[config.mk]
export PLATFORM = sky130hd
export DESIGN_NAME = sync_fifo_flags
export DESIGN_NICKNAME = d
export VERILOG_FILES = /design/src/rtl/sync_fifo_flags.sv
export SDC_FILE = /design/constraint.sdc
export NUM_CORES = 1
export LEC_CHECK = 0
export CORE_ASPECT_RATIO = 1.1
export CORE_MARGIN = 5
export CORE_UTILIZATION = 45
export DETAILED_ROUTE_END_ITERATION = 7
export GPL_ROUTABILITY_DRIVEN = 0
export PLACE_DENSITY = 0.73
export SYNTH_ARGS = -nofsm -noshare
export SYNTH_HDL_FRONTEND = slang
export SYNTH_SLANG_ARGS = --single-unit
[constraint.sdc]
create_clock -name clk -period 2.75 [get_ports clk]
set_input_delay 0.275 -clock clk [delete_from_list [all_inputs] [get_ports clk]]
set_output_delay 0.275 -clock clk [all_outputs]
set_load 0.02 [all_outputs]
[src/rtl/sync_fifo_flags.sv]
// sync_fifo_flags: single-clock FIFO with fill count, almost-full/empty thresholds,
// synchronous flush and sticky overflow/underflow. Define SYNC_FIFO_FWFT_EN for first-word-fall-through.
`default_nettype none

module sync_fifo_flags #(
   parameter int DATA_WIDTH = 8,
   parameter int ADDR_WIDTH = 4,
   parameter int AF_THRESH  = (2**ADDR_WIDTH) - 2,
   parameter int AE_THRESH  = 1
) (
   input  logic                  clk,
   input  logic                  rst,
   input  logic                  flush,
   input  logic                  wr_en,
   input  logic [DATA_WIDTH-1:0] data_in,
   input  logic                  rd_en,
   output logic [DATA_WIDTH-1:0] data_out,
   output logic                  rd_valid,
   output logic                  full,
   output logic                  empty,
   output logic                  almost_full,
   output logic                  almost_empty,
   output logic [ADDR_WIDTH:0]   count,
   output logic                  overflow,
   output logic                  underflow,
   input  logic                  clr_err
);

   localparam int                DEPTH      = 2**ADDR_WIDTH;
   localparam logic [ADDR_WIDTH:0] c_FULL_CNT = (ADDR_WIDTH+1)'(DEPTH);
   localparam logic [ADDR_WIDTH:0] c_AF_CNT   = (ADDR_WIDTH+1)'(AF_THRESH);
   localparam logic [ADDR_WIDTH:0] c_AE_CNT   = (ADDR_WIDTH+1)'(AE_THRESH);
   localparam logic [ADDR_WIDTH:0] c_ONE      = (ADDR_WIDTH+1)'(1);

   logic [DATA_WIDTH-1:0] r_mem [DEPTH];
   logic [ADDR_WIDTH:0]   r_wr_ptr;
   logic [ADDR_WIDTH:0]   r_rd_ptr;
   logic [ADDR_WIDTH:0]   r_count;
   logic                  r_overflow;
   logic                  r_underflow;

   logic                  w_full;
   logic                  w_empty;
   logic                  w_wr_acc;
   logic                  w_rd_acc;
   logic                  w_ov_set;
   logic                  w_uf_set;
   logic [ADDR_WIDTH-1:0] w_wr_addr;
   logic [ADDR_WIDTH-1:0] w_rd_addr;

   assign w_full    = (r_count == c_FULL_CNT);
   assign w_empty   = (r_count == '0);
   assign w_wr_addr = r_wr_ptr[ADDR_WIDTH-1:0];
   assign w_rd_addr = r_rd_ptr[ADDR_WIDTH-1:0];

   // flush swallows this cycle's requests, so they neither move data nor raise errors
   assign w_wr_acc  = wr_en && !w_full  && !flush;
   assign w_rd_acc  = rd_en && !w_empty && !flush;
   assign w_ov_set  = wr_en &&  w_full  && !flush;
   assign w_uf_set  = rd_en &&  w_empty && !flush;

   always_ff @(posedge clk) begin
      if (w_wr_acc) begin
         r_mem[w_wr_addr] <= data_in;
      end
   end

   always_ff @(posedge clk or posedge rst) begin
      if (rst) begin
         r_wr_ptr <= '0;
         r_rd_ptr <= '0;
         r_count  <= '0;
      end else if (flush) begin
         r_wr_ptr <= '0;
         r_rd_ptr <= '0;
         r_count  <= '0;
      end else begin
         if (w_wr_acc) begin
            r_wr_ptr <= r_wr_ptr + c_ONE;
         end
         if (w_rd_acc) begin
            r_rd_ptr <= r_rd_ptr + c_ONE;
         end
         case ({w_wr_acc, w_rd_acc})
            2'b10:   r_count <= r_count + c_ONE;
            2'b01:   r_count <= r_count - c_ONE;
            default: r_count <= r_count;
         endcase
      end
   end

   // a set event in the same cycle takes priority over clr_err
   always_ff @(posedge clk or posedge rst) begin
      if (rst) begin
         r_overflow  <= 1'b0;
         r_underflow <= 1'b0;
      end else begin
         if (w_ov_set) begin
            r_overflow <= 1'b1;
         end else if (clr_err) begin
            r_overflow <= 1'b0;
         end
         if (w_uf_set) begin
            r_underflow <= 1'b1;
         end else if (clr_err) begin
            r_underflow <= 1'b0;
         end
      end
   end

`ifdef SYNC_FIFO_FWFT_EN
   assign data_out = w_empty ? '0 : r_mem[w_rd_addr];
   assign rd_valid = !w_empty;
`else
   logic [DATA_WIDTH-1:0] r_data_out;
   logic                  r_rd_valid;

   always_ff @(posedge clk or posedge rst) begin
      if (rst) begin
         r_data_out <= '0;
         r_rd_valid <= 1'b0;
      end else if (flush) begin
         r_rd_valid <= 1'b0;
      end else begin
         r_rd_valid <= w_rd_acc;
         if (w_rd_acc) begin
            r_data_out <= r_mem[w_rd_addr];
         end
      end
   end

   assign data_out = r_data_out;
   assign rd_valid = r_rd_valid;
`endif

   assign full         = w_full;
   assign empty        = w_empty;
   assign almost_full  = (r_count >= c_AF_CNT);
   assign almost_empty = (r_count <= c_AE_CNT);
   assign count        = r_count;
   assign overflow     = r_overflow;
   assign underflow    = r_underflow;

endmodule

`default_nettype wire

==> summary.txt <==
Status
  • Status: complete, no violations

Logic synthesis
  • Netlist cell types: 49
  • Syn_area_per_cell: approximately 16 um2
  • Post-synth net total: between 400 and 500
  • Post-synth EDFFs: roughly 130
  • Cells after synthesis: just under 400
  • Most used flip-flop cell after synthesis: edfxtp_1
  • YS warnings: 0
  • Sequential share of the synthesized area: 70.2%
  • Seq cells post-synth: ~150
  • Syn Std Cell Area: 0.00633 mm2
  • Ys async rst share: roughly 16%

Setup path
  • Worst path arrival time: 2.34 ns
  • CP required: about 2.5 ns
  • Crit Path Max Fanout: 10
  • Endpoint class of the critical path: output pin
  • Startpoint types: flop
  • CP Class: reg2out

STA
  • Clk_skew: 0.00542 ns
  • Worst-margin pin slew: approximately 0.83 ns
  • Final hold violation count: 0
  • Slew HR: approximately 44%
  • Fin crit share: a little over nine tenths
  • Slew Viols, Final: 0
  • Setup_tns: 0 ns
  • Fmax: 383 MHz
  • Final setup fails: 0
  • Minimum clock period after layout: between 2 and 3 ns
  • RSZ-0062 raised after global routing: false

Global routing
  • Number of global-route vias before repair: approximately 3700
  • Remaining Overflow, GRT: 0
  • First-pass GRT wire length: approximately 21 mm
  • Largest net degree at the start of global routing: 21
  • Tot GR Track Use: between 10% and 20%
  • Initial antenna violation count: 0

Floorplanning
  • DIE WIDTH: around 120 um
  • Starting Density: around 46%
  • Core ar.: between 0.01 and 0.015 mm2
  • Io pins: 34
  • # rows: 45
  • Die area: ~0.017 mm2
  • Die height: between 100 and 150 um

Job
  • Max-cap viol count: 0

Clock tree
  • Skew-Pair Late Insertion Delay: 0.42 ns
  • TritonCTS clock tree: done
  • H-tree levels: 4
  • TritonCTS buffer count: 17
  • CTS Buffer Depth: 2
  • Clk slew on worst S/H paths: around 0.060 ns
  • Post-CTS Setup Inserts: 0
  • CTS Root Cell: clkbuf_16
  • CTS Hold Buffers Added: 0
  • Clock sink count: 152

Layout
  • Commonest non-fill, non-tap cell in the layout: edfxtp_1
  • Nets: 474
  • Finished layout cell area: ~0.0076 mm2
  • Final core occ: between 50% and 60%
  • Most frequent cells in the layout: 128 x edfxtp_1, 32 x mux2i_1, 32 x clkdlybuf4s50_1
  • Number of inserted diodes: 0
  • Proportion of layout cells with a drive suffix above 1: 18.4%
  • Area Growth Syn to Fin: 20.1%

Pwr
  • Worst IR Drop VDD: 0.522 mV
  • Leak: around 2.6 nW
  • PD cells: 883 mW/mm2

Placed design
  • Post-DP Area: about 0.007 mm2
  • Port-buffer cells: 33
  • DP HPWL: a little over 9 mm

Detailed routing
  • First drt pass iteration count: 7
  • WL/cell: between 20 and 25 um
  • ANT nets after route: 0
  • Via density per instance: approximately 5.6
  • Post-Route WL: ~14 mm
  • Iter 0 DRT Violations: roughly 320
  • Vias: roughly 3600
  • DRC: 0

Worst hold path
  • Hold Path Class: in2async
critical path, cell delays in order (launching register included):
cell and delay (ns):
dfrtp_1 0.46, inv_1 0.18, ha_1 0.22, or4b_4 0.56, clkinv_2 0.13, dlygate4sd2_1 0.35
flip-flops by register name, summed over array words and instances, names as in the netlist:
register	count
count	5
data_out	8
overflow	1
r_mem	128
r_rd_ptr	4
r_wr_ptr	4
rd_valid	1
underflow	1
where the power goes:
group          leakage (nW)  switching, W  internal, W
Clock                 0.295      0.000954      0.00145
Sequential             1.47      0.000199      0.00262
Combinational         0.865      0.000793     0.000694
Total                  2.63       0.00195      0.00476
logic make-up after synthesis:
family	synth area share, %
xor gates and xnor gates	1.19
AOI/OAI and AO/OA	5.20
muxes	10.9
adders and majority gates	1.98
buffers and inverters	2.55
DFF	70.2
and+or+nand+nor	7.98
repair_timing:
item	4_1_cts	5_1_grt
endpoints found under the setup margin	1	0
gates resized for setup	1	0
hold endpoints to repair	0	0
through the flow:
step | hold slack (ns) | std cells | total power, W | setup WS, ns
CTS | 0.214 | 651 | 0.00675 | 0.137
finish | 0.199 | 651 | 0.00671 | 0.140
global placement | 0.489 | 619 | 0.00435 | 0.385
global route | 0.250 | 651 | 0.00698 | 0.0225
detailed placement | 0.492 | 619 | 0.00437 | 0.325
floorplan | 0.290 | 392 | 0.00383 | 0.121
layer usage:
metal | vias up | part of all wire, % | track usage, %
met1 | 1807 | 38 | 20.9
met5 | - | 0 | 0
met2 | 151 | 53 | 30.4
met3 | 28 | 5.9 | 3.71
met4 | 0 | 3.1 | 7.32
li1 | 1633 | - | -
synth_stat cells, types with 3 or more instances:
cell type,n,area [um2]
a22oi_1,24,180
buf_1,4,15.0
buf_2,8,40.0
clkbuf_1,6,22.5
dfrtp_1,24,601
edfxtp_1,128,3840
ha_1,10,125
inv_1,10,37.5
mux2i_1,32,320
mux4_2,16,360
nand2_1,19,71.3
nand2b_1,6,37.5
nand3_1,22,110
nor2_1,25,93.8
nor2b_1,3,18.8
nor3_1,6,30.0
o2111ai_1,3,26.3
o21ai_0,3,15.0
xor2_1,4,35.0
final timing paths:
| kind | from | to | slack [ns] | cells after the start |
|---|---|---|---|---|
| hold / removal | rst | rd_valid | 0.20 | 2 |
| hold reg to reg | data_out[5] | data_out[5] | 0.51 | 2 |
| min in group clk | clr_err | underflow | 0.48 | 2 |
| setup reg to reg | count[1] | data_out[7] | 0.39 | 7 |
| max in group asynchronous | rst | data_out[2] | 1.97 | 3 |
| setup / recovery | count[1] | empty | 0.14 | 5 |
final cells by class:
cell class,instances,area (um2)
well taps,188,235
fillers,1057,6190
repair buffers,60,532
multi-input cells,207,1730
inverters,12,46.3
flip-flops and latches,152,4450
clock inverters,15,193
clock buffers,17,425
Note: power is estimated with default switching activity, not from simulation.
